File: config.mk
export PLATFORM = sky130hd
export DESIGN_NAME = peak_scheduler
export DESIGN_NICKNAME = d
export VERILOG_FILES = /design/src/rtl/peak_sched_pkg.sv /design/src/rtl/rr_arbiter.sv /design/src/rtl/peak_scheduler.sv
export SDC_FILE = /design/constraint.sdc
export NUM_CORES = 1
export LEC_CHECK = 0
export CORE_MARGIN = 2
export CORE_UTILIZATION = 55
export DETAILED_ROUTE_END_ITERATION = 6
export PLACE_DENSITY_LB_ADDON = 0.3
export REMOVE_ABC_BUFFERS = 1
export SYNTH_ARGS = -nofsm -noshare
export SYNTH_HDL_FRONTEND = slang
export SYNTH_SLANG_ARGS = --single-unit
File: constraint.sdc
create_clock -name clk -period 3.8 [get_ports clk]
set_input_delay 0.76 -clock clk [delete_from_list [all_inputs] [get_ports clk]]
set_output_delay 0.76 -clock clk [all_outputs]
set_load 0.005 [all_outputs]
File: src/rtl/peak_sched_pkg.sv
// Shared constants, state type and lag-width helper for the peak-finder scheduling slice.
package peak_sched_pkg;

  localparam int unsigned NUM_PAIRS_DEF = 6;
  localparam int unsigned MAX_LAGS_DEF  = 17;

  typedef enum logic [1:0] {
    ST_IDLE  = 2'd0,
    ST_START = 2'd1,
    ST_WAIT  = 2'd2,
    ST_CHECK = 2'd3
  } state_e;

  // Lag index spans -MAX_LAGS..+MAX_LAGS, so 2*MAX_LAGS+1 distinct values.
  function automatic int unsigned lag_width(input int unsigned max_lags);
    return $clog2(2 * max_lags + 1);
  endfunction

endpackage

File: src/rtl/rr_arbiter.sv
// Combinational round-robin pick: first set request bit strictly after the pointer, wrapping.
module rr_arbiter #(
  parameter int unsigned WIDTH = 6,
  parameter int unsigned IDX_W = (WIDTH > 1) ? $clog2(WIDTH) : 1
) (
  input  logic [WIDTH-1:0] i_req,
  input  logic [IDX_W-1:0] i_ptr,
  output logic [IDX_W-1:0] o_idx,
  output logic             o_valid
);

  logic [IDX_W-1:0] w_pos;

  always_comb begin
    o_idx   = '0;
    o_valid = 1'b0;
    w_pos   = '0;
    // k=WIDTH lands back on the pointer itself, so it is checked last.
    for (int unsigned k = 1; k <= WIDTH; k++) begin
      w_pos = IDX_W'((32'(i_ptr) + k) % WIDTH);
      if (!o_valid && i_req[w_pos]) begin
        o_idx   = w_pos;
        o_valid = 1'b1;
      end
    end
  end

endmodule

File: src/rtl/peak_scheduler.sv
// Shares one peak-finder core across NUM_PAIRS correlation buffers, collects one lag per pair
// and publishes the complete lag vector once every pair of the frame has reported.
module peak_scheduler
  import peak_sched_pkg::*;
#(
  parameter int unsigned NUM_PAIRS = NUM_PAIRS_DEF,
  parameter int unsigned MAX_LAGS  = MAX_LAGS_DEF,
  parameter int unsigned LAG_W     = lag_width(MAX_LAGS),
  parameter int unsigned TIMEOUT   = 2 * MAX_LAGS + 8
) (
  input  logic                          clk,
  input  logic                          rst,
  input  logic [NUM_PAIRS-1:0]          corrValid,
  output logic                          peakEnable,
  output logic [$clog2(NUM_PAIRS)-1:0]  pairSel,
  input  logic                          peakDone,
  input  logic [LAG_W-1:0]              peakLag,
  output logic [NUM_PAIRS*LAG_W-1:0]    lagsOut,
  output logic                          lagsValid,
  output logic [NUM_PAIRS-1:0]          errMask,
  output logic [NUM_PAIRS-1:0]          overrun
);

  localparam int unsigned SEL_W = $clog2(NUM_PAIRS);
  localparam int unsigned TMR_W = $clog2(TIMEOUT + 1);

  state_e                       r_state;
  logic [SEL_W-1:0]             r_grant;
  logic [SEL_W-1:0]             r_lastGrant;
  logic [TMR_W-1:0]             r_timer;
  logic [NUM_PAIRS-1:0]         r_pending;
  logic [NUM_PAIRS-1:0]         r_doneMask;
  logic [NUM_PAIRS-1:0]         r_err;
  logic [NUM_PAIRS*LAG_W-1:0]   r_lagVec;
  logic [NUM_PAIRS*LAG_W-1:0]   r_lagsOut;
  logic [NUM_PAIRS-1:0]         r_errMask;
  logic                         r_lagsValid;
  logic [NUM_PAIRS-1:0]         r_overrun;

  logic [SEL_W-1:0]             w_arbIdx;
  logic                         w_arbValid;
  logic                         w_finish;
  logic [NUM_PAIRS-1:0]         w_clr;

  rr_arbiter #(
    .WIDTH (NUM_PAIRS),
    .IDX_W (SEL_W)
  ) u_arb (
    .i_req   (r_pending),
    .i_ptr   (r_lastGrant),
    .o_idx   (w_arbIdx),
    .o_valid (w_arbValid)
  );

  always_comb begin
    w_clr    = '0;
    w_finish = (r_state == ST_WAIT) && (peakDone || (r_timer == TMR_W'(TIMEOUT - 1)));
    if (w_finish) w_clr[r_grant] = 1'b1;
  end

  always_ff @(posedge clk) begin
    if (rst) begin
      r_state     <= ST_IDLE;
      r_grant     <= '0;
      r_lastGrant <= SEL_W'(NUM_PAIRS - 1);
      r_timer     <= '0;
      r_pending   <= '0;
      r_doneMask  <= '0;
      r_err       <= '0;
      r_lagVec    <= '0;
      r_lagsOut   <= '0;
      r_errMask   <= '0;
      r_lagsValid <= 1'b0;
      r_overrun   <= '0;
    end else begin
      // A new corrValid in the same cycle as the clear keeps the pair pending.
      r_pending   <= (r_pending & ~w_clr) | corrValid;
      r_overrun   <= r_overrun | (corrValid & r_pending & ~w_clr);
      r_lagsValid <= 1'b0;

      case (r_state)
        ST_IDLE: begin
          if (w_arbValid) begin
            r_grant <= w_arbIdx;
            r_state <= ST_START;
          end
        end
        ST_START: begin
          r_timer <= '0;
          r_state <= ST_WAIT;
        end
        ST_WAIT: begin
          r_timer <= r_timer + 1'b1;
          if (w_finish) begin
            r_lagVec[r_grant*LAG_W +: LAG_W] <= peakDone ? peakLag : LAG_W'(MAX_LAGS);
            r_err[r_grant]      <= ~peakDone;
            r_doneMask[r_grant] <= 1'b1;
            r_lastGrant         <= r_grant;
            r_state             <= ST_CHECK;
          end
        end
        ST_CHECK: begin
          if (&r_doneMask) begin
            r_lagsOut   <= r_lagVec;
            r_errMask   <= r_err;
            r_lagsValid <= 1'b1;
            r_doneMask  <= '0;
          end
          r_state <= ST_IDLE;
        end
        default: r_state <= ST_IDLE;
      endcase
    end
  end

  assign peakEnable = (r_state == ST_START);
  assign pairSel    = r_grant;
  assign lagsOut    = r_lagsOut;
  assign lagsValid  = r_lagsValid;
  assign errMask    = r_errMask;
  assign overrun    = r_overrun;

endmodule
==> results.md, run 1 <==
- Initial Util: 0.561
- Die width: 109 µm
- Synth Cell Area: 6050 µm²
- Nets@finish: 867
- EDFF count, synth: 0
- H-Tree Depth: 4
- Number of cell rows: 38
- Worst Setup End Kind: flop
- Vias in the first global route: 5423
- Crit path kind: reg2reg
- Slew HR: 0.444
- Cell area power density: 693 nW/µm²
- Routed WL: 15800 µm
- Largest net degree at the start of global routing: 84
- Number of synthesized register bits: 117
- Hold crit path type: reg2reg
- Worst Tran Pin Value: 828 ps
- CTS tree: yes
- Leading area contributor after synthesis: dfxtp_1
- Required time of the critical path: 4230 ps
- Gr ovfl total: 0
- Yosys cell types: 66
- Post-synth ARST share: 0
- Yosys top cell area share: 0.387
- Sequential share of the synthesized area: 0.387
- Flop-to-flop setup slack: 240 ps
- FILL cells: 859
- Clk sinks: 117
- CTS Hold Bufs: 0
- Setup Skew: 11.4 ps
- Top post-synthesis cells by area: dfxtp_1 39%, nand2_1 8.4%, a21oi_1 7.6%
- Worst hold slack: 455 ps
- YS warnings: 0
- Most common cell after layout, fill and taps aside: nand2_1
- Final min period: 3560 ps
- Maximum clock insertion buffer count: 2
- Gpl congestion: 0.923
- Outcome: completed
- Vias per cell: 5.89
- Maximum vdd drop: 538 µV
- DIE AREA: 11900 µm²
- Main synth FF type: dfxtp_1
- Crit share post-route: 0.937
- Crit Path Max Fanout: 8
- CP Data Arrival Time: 3990 ps
- Final HPWL DP: 11100 µm
- Post-route DRC violation count: 0
- Final setup viols: 0
- GRT Util Overall: 0.277
- RSZ-0062 raised after global routing: false
- Post-Syn Area per Cell: 7.90 µm²
- CP startpoint kind: flop
- N_diodes: 0
- Post-Layout Cell Count: 979
- Slew Viols, Final: 0
- Total CTS buffers: 17
- Clock Latency Late Sink: 540 ps
- Routed vias: 5762
- Leak pwr: 2.81 nW
- Clk slew on worst S/H paths: 60 ps
- Fmax achieved: 281 MHz
- Setup TNS: 0 ps
- Reg area: 2340 µm²
- WL/cell: 16.2 µm
- Multi-input logic area: 3460 µm²
- Global-route wire length before repair: 25700 µm
- Post-DRT Antenna Nets: 0
- Final hold vios: 0
- Placed Cells: 945
- First DRT Iteration DRCs: 516
- Commonest non-fill, non-tap cells in the layout: 136 x nand2_1, 117 x dfxtp_1, 98 x nor2_1, 92 x a21oi_1, 66 x clkdlybuf4s50_1
- Die Y: 109 µm
- Ports: 68
- Initial antenna violation count: 0
- CTS root buffer: clkbuf_8
- Synth Instances: 766
- Core area: 10800 µm²
- IO Port Bufs: 67
- Layout cell share with drive strength beyond 1: 0.0787
- # Max-Cap Violations: 0
- Detailed Routing Iterations Pass 1: 5
- Area Growth Syn to Fin: 23.4%
-- report_power, final --
part	switching, W	leakage (nW)	total [W]	internal (W)
registers	0.0000529	0.946	0.00133	0.00128
logic	0.00141	1.56	0.00216	0.000748
clock network	0.000584	0.301	0.00168	0.00110
total	0.00205	2.81	0.00517	0.00313
-- sequential cells by signal, indices dropped and copies added, names as in the netlist --
name and count:
r_timer 6, pairSel 3, r_lagVec 36, r_err 6
overrun 6, r_doneMask 6, lagsOut 36, lagsValid 1
r_state 2, r_lastGrant 3, errMask 6, r_pending 6
-- worst paths after layout --
kind                       start           to  cells past startpoint
hold reg to reg      lagsOut[31]  lagsOut[31]                      2
setup / recovery  r_lastGrant[2]   pairSel[0]                     14
setup reg to reg  r_lastGrant[2]   pairSel[0]                     14
hold / removal       lagsOut[31]  lagsOut[31]                      2
-- logic make-up (layout without fill, tap and decap cells) --
kind of cell / Yosys count / in the layout / synth area share
AO/OA/AOI/OAI: 179 / 179 / 0.184
flip-flops: 117 / 117 / 0.387
XOR/XNOR: 13 / 13 / 0.0213
AND/OR/NAND/NOR: 328 / 328 / 0.240
buffers and inverters: 62 / 135 / 0.0418
multiplexers: 41 / 41 / 0.0703
adder cells (fa/ha/maj): 26 / 26 / 0.0550
-- Yosys cell counts (6+ instances only) --
cell / count
nand2b_1: 8
dfxtp_1: 117
xnor2_1: 6
inv_1: 20
a21oi_1: 92
o211ai_1: 7
clkbuf_1: 34
nand3_1: 20
o22ai_1: 9
a31oi_1: 10
nand2_1: 136
nand4_1: 12
o21ai_0: 19
nor3b_1: 7
nor2_1: 98
nor2b_1: 7
nor3_1: 12
mux2i_1: 34
ha_1: 25
-- critical path, cell delays in order, from the launching register on --
cell      delay [ps]
dfxtp_1          450
inv_1             90
ha_1             300
a21oi_1          220
inv_1            130
ha_1             310
nand2b_1         210
nor4b_1          320
o21ai_0          130
o211ai_1         180
mux2i_2          290
buf_4            160
o211ai_1          80
o311a_1          310
a32o_1           260
-- timing repair --
| action | in CTS | in global routing |
|---|---|---|
| setup buffers | 0 | 2 |
| endpoints found under the setup margin | 0 | 2 |
| resized for setup | 0 | 1 |
-- per-layer routing --
layer  share of wire  global-route usage  up-vias
met2            0.47               0.433      206
met1            0.45               0.363     2734
met5               0                   0        -
li1                -                   -     2795
met4           0.020               0.118        0
met3           0.056              0.0681       27
-- area by class of cell --
class | instances | area share
multi-input combinational | 587 | 0.463
clock buffer | 20 | 0.0597
sequential | 117 | 0.314
clock inverter | 12 | 0.0236
inverter | 21 | 0.0106
tap | 140 | 0.0235
timing repair buffer | 82 | 0.106
-- stage by stage --
step,setup WS [ps],utilization,cell area (µm²),total power (W)
5_1_grt,27.6,0.692,7470,0.00546
2_1_floorplan,183,-,5880,0.00283
3_5_place_dp,186,0.633,6830,0.00343
6_report,239,0.692,7470,0.00517
4_1_cts,167,0.690,7450,0.00512
3_3_place_gp,352,0.633,6830,0.00340
Power figures use the tool's default switching activity.
==> run 2: changes to the inputs <==
--- a/config.mk
+++ b/config.mk
@@ -8,7 +8,7 @@
 export CORE_MARGIN = 2
 export CORE_UTILIZATION = 55
 export DETAILED_ROUTE_END_ITERATION = 6
-export PLACE_DENSITY_LB_ADDON = 0.3
+export PLACE_DENSITY = 0.84
 export REMOVE_ABC_BUFFERS = 1
 export SYNTH_ARGS = -nofsm -noshare
 export SYNTH_HDL_FRONTEND = slang
==> run 2 against run 1 <==
- final cell count shrank 0.10%
- utilization shrank 0.73 points
- flip-flop and latch count is the same
- largest power group unchanged
- power shrank 4.3%
- sequential power is essentially flat
==> results.md, run 2 (synthesized netlist as in run 1, its figures left out) <==
- Routed WL: 15600 µm (was 15800 µm)
- Gpl congestion: 0.943 (was 0.923)
- Hold crit path type: reg2reg (unchanged)
- Leak pwr: 2.77 nW (was 2.81 nW)
- Detailed Routing Iterations Pass 1: 5 (unchanged)
- Clk sinks: 117 (unchanged)
- Final core area utilization: 0.685 (was 0.692)
- Gr ovfl total: 0 (unchanged)
- IO Port Bufs: 67 (unchanged)
- Worst hold slack: 452 ps (was 455 ps)
- WL/cell: 15.9 µm (was 16.2 µm)
- CP Data Arrival Time: 3950 ps (was 3990 ps)
- Vias in the first global route: 5280 (was 5423)
- CTS root buffer: clkbuf_8 (unchanged)
- CP Cell Sequence: inv_1 > ha_1 > a21oi_4 > inv_1 > ha_1 > nor2b_1 > or3b_1 > a21oi_2 > a2111oi_2 > a21o_1 > nor3_2 > a41oi_2 > o221a_1 (was inv_1 > ha_1 > a21oi_1 > inv_1 > ha_1 > nand2b_1 > nor4b_1 > o21ai_0 > o211ai_1 > mux2i_2 > buf_4 > o211ai_1 > o311a_1 > a32o_1)
- CTS tree: yes (unchanged)
- Commonest non-fill, non-tap cells in the layout: 136 x nand2_1, 117 x dfxtp_1, 98 x nor2_1, 92 x a21oi_1, 66 x clkdlybuf4s50_1 (unchanged)
- Post-place instance area: 6840 µm² (was 6830 µm²)
- Outcome: completed (unchanged)
- Initial antenna violation count: 0 (unchanged)
- First DRT Iteration DRCs: 534 (was 516)
- Largest net degree at the start of global routing: 82 (was 84)
- Maximum vdd drop: 434 µV (was 538 µV)
- Delay of the slowest critical-path stage: 460 ps (was 450 ps)
- Area Growth Syn to Fin: 22.1% (was 23.4%)
- Initial Util: 0.561 (unchanged)
- Global-route wire length before repair: 25200 µm (was 25700 µm)
- CP startpoint kind: flop (unchanged)
- Crit Path Max Fanout: 7 (was 8)
- Die Y: 109 µm (unchanged)
- Worst Tran Pin Value: 862 ps (was 828 ps)
- N_diodes: 0 (unchanged)
- Slew Viols, Final: 0 (unchanged)
- Total CTS buffers: 17 (unchanged)
- Layout cell share with drive strength beyond 1: 0.0668 (was 0.0787)
- Ports: 68 (unchanged)
- # Max-Cap Violations: 0 (unchanged)
- Vias per cell: 5.85 (was 5.89)
- CP Buf/Inv Count: 2 (was 3)
- Core area: 10800 µm² (unchanged)
- Post-DRT Antenna Nets: 0 (unchanged)
- Maximum clock insertion buffer count: 2 (unchanged)
- Final min period: 3540 ps (was 3560 ps)
- Clock Latency Late Sink: 530 ps (was 540 ps)
- Die width: 109 µm (unchanged)
- DIE AREA: 11900 µm² (unchanged)
- Crit share post-route: 0.931 (was 0.937)
- Fmax achieved: 283 MHz (was 281 MHz)
- Slew HR: 0.421 (was 0.444)
- Final hold vios: 0 (unchanged)
- Required time of the critical path: 4210 ps (was 4230 ps)
- Fin area: 7390 µm² (was 7470 µm²)
- RSZ-0062 raised after global routing: false (unchanged)
- Clk slew on worst S/H paths: 50 ps (was 60 ps)
- Post-route DRC violation count: 0 (unchanged)
- Total Power: 0.00495 W (was 0.00517 W)
- Cell area power density: 670 nW/µm² (was 693 nW/µm²)
- Flop-to-flop setup slack: 260 ps (was 240 ps)
- Final HPWL DP: 10900 µm (was 11100 µm)
- CP max-delay cell: dfxtp_1 (unchanged)
- Setup TNS: 0 ps (unchanged)
- GRT Util Overall: 0.271 (was 0.277)
- Crit path max-delay family: compound AO/OA/AOI/OAI gates (unchanged)
- H-Tree Depth: 4 (unchanged)
- Most common cell after layout, fill and taps aside: nand2_1 (unchanged)
- Routed vias: 5723 (was 5762)
- Worst Setup End Kind: flop (unchanged)
- Setup Skew: 7.16 ps (was 11.4 ps)
- Final setup viols: 0 (unchanged)
- Crit path kind: reg2reg (unchanged)
- Nets@finish: 866 (was 867)
- Number of cell rows: 38 (unchanged)
[run 2: layout make-up]
class	instances	area (µm²)
Inverter	21	78.8
Sequential cell	117	2340
Multi-Input combinational cell	587	3460
Timing Repair Buffer	81	783
Fill cell	850	3400
Clock inverter	4	70.1
Clock buffer	28	475
Tap cell	140	175
[run 2: worst register-to-register path, cell delays in order (launching register included)]
cell       delay (ps)
dfxtp_1           460
inv_1             120
ha_1              310
a21oi_4           260
inv_1             110
ha_1              300
nor2b_1           260
or3b_1            400
a21oi_2           160
a2111oi_2          60
a21o_1            210
nor3_2            300
a41oi_2           200
o221a_1           270
[run 2: path summary, 6_finish.rpt]
| kind | start | to | cells after the start |
|---|---|---|---|
| hold reg to reg | lagsOut[7] | lagsOut[7] | 2 |
| setup reg to reg | r_lastGrant[1] | r_state[0] | 13 |
| setup / recovery | r_lastGrant[1] | r_state[0] | 13 |
| hold / removal | lagsOut[7] | lagsOut[7] | 2 |
[run 2: routing by layer]
metal	track usage	vias to the layer above	wire [µm]
met2	0.431	212	7140
met3	0.0652	23	1120
met4	0.0971	0	245
li1	-	2794	-
met1	0.357	2694	7080
met5	0	-	0
[run 2: timing repair]
item,4_1_cts,5_1_grt
resized for setup,0,1
buffers inserted,0,0
hold buffers,0,0
endpoints found under the setup margin,0,2
[run 2: through the flow]
stage,setup slack (ps),cells
4_1_cts,229,978
2_1_floorplan,183,725
5_1_grt,22.5,978
3_5_place_dp,232,946
3_3_place_gp,433,946
6_report,260,978
[run 2: power breakdown]
| group | switching [W] | internal [W] | leakage (nW) |
|---|---|---|---|
| logic | 0.00140 | 0.000722 | 1.55 |
| registers | 0.0000545 | 0.00128 | 0.946 |
| clock network | 0.000526 | 0.000965 | 0.265 |
==> run 3: changes to the inputs <==
--- a/config.mk
+++ b/config.mk
@@ -5,6 +5,7 @@
 export SDC_FILE = /design/constraint.sdc
 export NUM_CORES = 1
 export LEC_CHECK = 0
+export CORE_ASPECT_RATIO = 1.5
 export CORE_MARGIN = 2
 export CORE_UTILIZATION = 55
 export DETAILED_ROUTE_END_ITERATION = 6
==> constraint.sdc (replaced) <==
create_clock -name clk -period 3.3 [get_ports clk]
set_input_delay 0.66 -clock clk [delete_from_list [all_inputs] [get_ports clk]]
set_output_delay 0.66 -clock clk [all_outputs]
set_load 0.005 [all_outputs]
==> run 3 against run 2 <==
- critical path depth down 2
- via count up 3.9%
- sequential power up 15%
- routed wire length up 6.9%
- fmax up 12%
- largest cell class unchanged
- largest power group unchanged
==> results.md, run 3 (synthesized netlist as in run 1, its figures left out) <==
- Setup TNS: 0 ps (unchanged)
- Crit share post-route: 0.953 (was 0.931)
- Sw Pwr: 0.00249 W (was 0.00199 W)
- Hold crit path type: reg2reg (unchanged)
- Setup Skew: 7.86 ps (was 7.16 ps)
- Delay of the slowest critical-path stage: 440 ps (was 460 ps)
- CP Data Arrival Time: 3420 ps (was 3950 ps)
- CTS tree: yes (unchanged)
- Worst Tran Pin Value: 784 ps (was 862 ps)
- Initial Util: 0.568 (was 0.561)
- DIE AREA: 11900 µm² (about the same)
- Number of cell rows: 46 (was 38)
- FILL cells: 800 (was 850)
- Largest net degree at the start of global routing: 46 (was 82)
- Clock power share: 0.302 (was 0.301)
- Detailed Routing Iterations Pass 1: 6 (was 5)
- CP Cell Sequence: ha_1 > fa_1 > xor2_1 > nor3b_2 > ha_1 > buf_4 > nand2_1 > nor2_2 > nand4_1 > mux2i_1 > nor2_1 (was inv_1 > ha_1 > a21oi_4 > inv_1 > ha_1 > nor2b_1 > or3b_1 > a21oi_2 > a2111oi_2 > a21o_1 > nor3_2 > a41oi_2 > o221a_1)
- Clk slew on worst S/H paths: 50 ps (about the same)
- CP startpoint kind: flop (unchanged)
- Initial antenna violation count: 0 (unchanged)
- Final HPWL DP: 11900 µm (was 10900 µm)
- Worst hold slack: 453 ps (was 452 ps)
- Die width: 89.6 µm (was 109 µm)
- Commonest non-fill, non-tap cells in the layout: 136 x nand2_1, 114 x dfxtp_1, 97 x nor2_1, 91 x a21oi_1, 66 x clkdlybuf4s50_1 (was 136 x nand2_1, 117 x dfxtp_1, 98 x nor2_1, 92 x a21oi_1, 66 x clkdlybuf4s50_1)
- P_int: 0.00373 W (was 0.00297 W)
- N_diodes: 0 (unchanged)
- Ports: 68 (unchanged)
- IO Port Bufs: 67 (unchanged)
- Final hold vios: 0 (unchanged)
- Cell area power density: 804 nW/µm² (was 670 nW/µm²)
- Routed vias: 5949 (was 5723)
- Clk sinks: 117 (unchanged)
- Crit Path Max Fanout: 8 (was 7)
- Nets@finish: 892 (was 866)
- Die Y: 132 µm (was 109 µm)
- Switching Fraction: 0.400 (was 0.401)
- Maximum clock insertion buffer count: 2 (unchanged)
- Clock Latency Late Sink: 420 ps (was 530 ps)
- First DRT Iteration DRCs: 323 (was 534)
- Most common cell after layout, fill and taps aside: nand2_1 (unchanged)
- Crit path top cell by count: ha_1
- Vias in the first global route: 5831 (was 5280)
- Routed WL: 16700 µm (was 15600 µm)
- Fmax achieved: 318 MHz (was 283 MHz)
- WL/cell: 16.5 µm (was 15.9 µm)
- Required time of the critical path: 3580 ps (was 4210 ps)
- Crit path kind: reg2reg (unchanged)
- Comb power frac: 0.452 (was 0.429)
- Vias per cell: 5.90 (was 5.85)
- Post-DRT Antenna Nets: 0 (unchanged)
- Gr ovfl total: 0 (unchanged)
- Slew Viols, Final: 0 (unchanged)
- Core area: 10600 µm² (was 10800 µm²)
- GRT Util Overall: 0.282 (was 0.271)
- Total Power: 0.00622 W (was 0.00495 W)
- CP max-delay cell: fa_1 (was dfxtp_1)
- Final min period: 3150 ps (was 3540 ps)
- Total CTS buffers: 17 (unchanged)
- Post-route DRC violation count: 0 (unchanged)
- Worst Setup End Kind: flop (unchanged)
- Global-route wire length before repair: 26400 µm (was 25200 µm)
- # Max-Cap Violations: 0 (unchanged)
- Leak pwr: 2.92 nW (was 2.77 nW)
- Layout cell share with drive strength beyond 1: 0.127 (was 0.0668)
- CTS root buffer: clkbuf_16 (was clkbuf_8)
- Outcome: completed (unchanged)
- Area Growth Syn to Fin: 27.8% (was 22.1%)
- Sequential power share: 0.246 (was 0.269)
- Maximum vdd drop: 532 µV (was 434 µV)
- H-Tree Depth: 4 (unchanged)
- Gpl congestion: 0.993 (was 0.943)
- Multi-input logic area: 3560 µm² (was 3460 µm²)
- Final setup viols: 0 (unchanged)
- Slew HR: 0.472 (was 0.421)
- RSZ-0062 raised after global routing: true (was false)
- Reg area: 2350 µm² (was 2340 µm²)
## run 3: final cells by class
cell class,count,share of cell area
Multi-Input combinational cell,587,0.460
Inverter,21,0.0102
Sequential cell,117,0.303
Timing Repair Buffer,107,0.125
Clock buffer,18,0.0555
Tap cell,144,0.0233
Clock inverter,14,0.0227
## run 3: metal layers
metal	global-route usage	part of all wire	wire [µm]	up-vias
met5	0	0	0	-
met4	0.160	0.049	821	0
met3	0.0580	0.050	834	63
met2	0.494	0.53	8890	213
met1	0.302	0.37	6110	2820
li1	-	-	-	2853
## run 3: worst paths after layout
check	from	end	slack [ps]	cells past startpoint
setup reg to reg	pairSel[1]	r_lagVec[8]	150	11
hold reg to reg	errMask[1]	errMask[1]	450	2
setup / recovery	pairSel[1]	r_lagVec[8]	150	11
hold / removal	errMask[1]	errMask[1]	450	2
## run 3: repair_timing
action | CTS | global route
endpoints found under the hold margin | 0 | 0
setup endpoints to repair | 4 | 30
pin swaps | 1 | 3
buffers inserted | 2 | 3
gates resized for setup | 2 | 22
hold buffers | 0 | 0
## run 3: per-stage QoR
step	instances	util	cell area (µm²)	setup WS, ps
5_1_grt	1008	0.726	7730	-62.5
3_3_place_gp	971	0.656	6990	50.5
4_1_cts	1005	0.715	7610	1.13
3_5_place_dp	971	0.656	6990	-97.0
6_report	1008	0.726	7730	154
2_1_floorplan	725	-	5880	-317
## run 3: worst max-delay path: cells and delay by family (launching register included)
family,cells,cell delay (ps)
XOR/XNOR,1,190
adder cells (fa/ha/maj),3,860
buffers and inverters,1,150
flip-flops,1,340
multiplexers,1,280
AND/OR/NAND/NOR,5,1170
## run 3: power by group through the flow
stage               Combinational [W]  Clock [W]  Sequential (W)
floorplan                     0.00164          0         0.00162
global route                  0.00304    0.00196         0.00153
CTS                           0.00262    0.00190         0.00153
detailed placement            0.00258          0         0.00156
finish                        0.00281    0.00188         0.00153
global placement              0.00255          0         0.00155
==> edit: new RTL, settings of run 1 <==
Add an input register stage for `corrValid`, `peakDone` and `peakLag`, without a reset; this delays them by one clock. Comments in the files are not updated.
--- a/src/rtl/peak_scheduler.sv
+++ b/src/rtl/peak_scheduler.sv
@@ -24,4 +24,14 @@
   localparam int unsigned SEL_W = $clog2(NUM_PAIRS);
   localparam int unsigned TMR_W = $clog2(TIMEOUT + 1);
+
+  logic [NUM_PAIRS-1:0] corrValid_q;
+  logic peakDone_q;
+  logic [LAG_W-1:0] peakLag_q;
+
+  always_ff @(posedge clk) begin
+    corrValid_q <= corrValid;
+    peakDone_q  <= peakDone;
+    peakLag_q   <= peakLag;
+  end
 
   state_e                       r_state;
@@ -55,5 +65,5 @@
   always_comb begin
     w_clr    = '0;
-    w_finish = (r_state == ST_WAIT) && (peakDone || (r_timer == TMR_W'(TIMEOUT - 1)));
+    w_finish = (r_state == ST_WAIT) && (peakDone_q || (r_timer == TMR_W'(TIMEOUT - 1)));
     if (w_finish) w_clr[r_grant] = 1'b1;
   end
@@ -75,6 +85,6 @@
     end else begin
       // A new corrValid in the same cycle as the clear keeps the pair pending.
-      r_pending   <= (r_pending & ~w_clr) | corrValid;
-      r_overrun   <= r_overrun | (corrValid & r_pending & ~w_clr);
+      r_pending   <= (r_pending & ~w_clr) | corrValid_q;
+      r_overrun   <= r_overrun | (corrValid_q & r_pending & ~w_clr);
       r_lagsValid <= 1'b0;
 
@@ -93,6 +103,6 @@
           r_timer <= r_timer + 1'b1;
           if (w_finish) begin
-            r_lagVec[r_grant*LAG_W +: LAG_W] <= peakDone ? peakLag : LAG_W'(MAX_LAGS);
-            r_err[r_grant]      <= ~peakDone;
+            r_lagVec[r_grant*LAG_W +: LAG_W] <= peakDone_q ? peakLag_q : LAG_W'(MAX_LAGS);
+            r_err[r_grant]      <= ~peakDone_q;
             r_doneMask[r_grant] <= 1'b1;
             r_lastGrant         <= r_grant;
Function: changed (a bounded check fails within 4 cycles, from zero or initial values and one cycle with rst high).
==> edit against run 1 <==
Area after synthesis rose by 7.4%; sequential cell count grew 13; hold slack worse by 4.4 ps; global-route usage decreased by 1.5 points; wire length rose by 1.8%; total power rose by 1.4%; worst setup slack better by 79 ps; design area is 5.5% higher.
==> edit: results (changes against run 1) <==
| Result | This run | vs run 1 |
| --- | --- | --- |
| Cell Area, Placed | 7260 um2 | +6.4% |
| Fraction of final layout cells with drive strength greater than 1 | 0.0931 | +0.0144 |
| Met1 track demand over resource in global routing | 0.360 | -0.00328 |
| DRT iter0 DRCs | 575 | +11% |
| Post-layout instance count excluding filler cells | 1013 | +3.5% |
| Via count of the first global-routing pass | 5564 | +2.6% |
| Combined global-route utilization of all metal layers | 0.261 | -0.0153 |
| First-pass GRT wire length | 26900 um | +5.0% |
| Kind of cell adding the most delay to the critical path | simple AND/OR/NAND/NOR gates |  |
| Met2 track demand over resource in global routing | 0.411 | -0.0218 |
| Run status | complete, no violations |  |
| Number of placed cells counting well taps | 982 | +3.9% |
| R2R depth | 10 | -4 |
| Detailed Routing Iterations Pass 1 | 6 | +1 |
| Met3 track demand over resource | 0.0557 | -0.0124 |
| Synth unique cells | 78 | +18% |
| Crit-path max cell delay | 500 ps | +50 ps |
| Final weighted congestion in routability-driven placement | 0.928 | +0.53% |
| Min-Delay Startpoint | errMask[5] |  |
| Critical path origin | pairSel[1] |  |
| Vias per cell | 5.78 | -1.7% |
| Time the worst path needs with I/O delays and setup | 3480 ps | -78.6 ps |
| Leakage | 2.91 nW | +3.8% |
| Slew HR | 0.328 | -0.116 |
| Arrival time worst endpoint | 3820 ps | -170 ps |
-- edit: cell type report --
type,instances,area (um2)
clock buffers,18,439
clock inverters,13,163
well taps,143,179
fillers,960,3590
inverters,27,101
flip-flops and latches,130,2600
multi-input cells,601,3620
repair buffers,81,773
-- edit: repair_timing --
action | CTS | global route
hold buffers | 0 | 0
gates resized for setup | 0 | 2
endpoints found under the setup margin | 0 | 2
-- edit: where the power goes --
group / internal, mW / total, mW / switching [mW]
registers: 1.42 / 1.47 / 0.0520
logic: 0.745 / 2.14 / 1.39
clock network: 1.04 / 1.63 / 0.588
-- edit: stage by stage --
step | power (mW) | hold slack, ps
global placement | 3.52 | 442
global route | 5.53 | 467
finish | 5.24 | 451
detailed placement | 3.54 | 445
floorplan | 2.92 | 422
CTS | 5.19 | 453
-- edit: cell families (layout without fill, tap and decap cells) --
| group | Yosys count | after routing | share of synthesized area |
|---|---|---|---|
| compound gates | 189 | 189 | 0.189 |
| xor+xnor | 16 | 16 | 0.0268 |
| fa+ha+maj | 31 | 31 | 0.0608 |
| buf+inv | 65 | 139 | 0.0445 |
| flops | 130 | 130 | 0.400 |
| mux | 35 | 35 | 0.0551 |
| simple gates | 330 | 330 | 0.224 |
-- edit: routing by layer --
layer  vias to the layer above  wire length (um)  part of all wire
li1                       2889                 -                 -
met1                      2731              7550              0.47
met2                       208              7330              0.46
met3                        30               964             0.060
met4                         0               255             0.016
met5                         -                 0                 0
-- edit: worst min-delay path: stages, from the launching register on --
cell and delay, ps:
dfxtp_1 300, nand2_1 50, a21oi_1 50
-- edit: worst max-delay path by stage --
stage	end	cells after the start
floorplan	r_lagVec[32]	8
global placement	r_state[1]	12
detailed placement	r_state[1]	12
CTS	r_state[1]	12
global route	r_lagVec[5]	11
finish	r_lagVec[33]	10
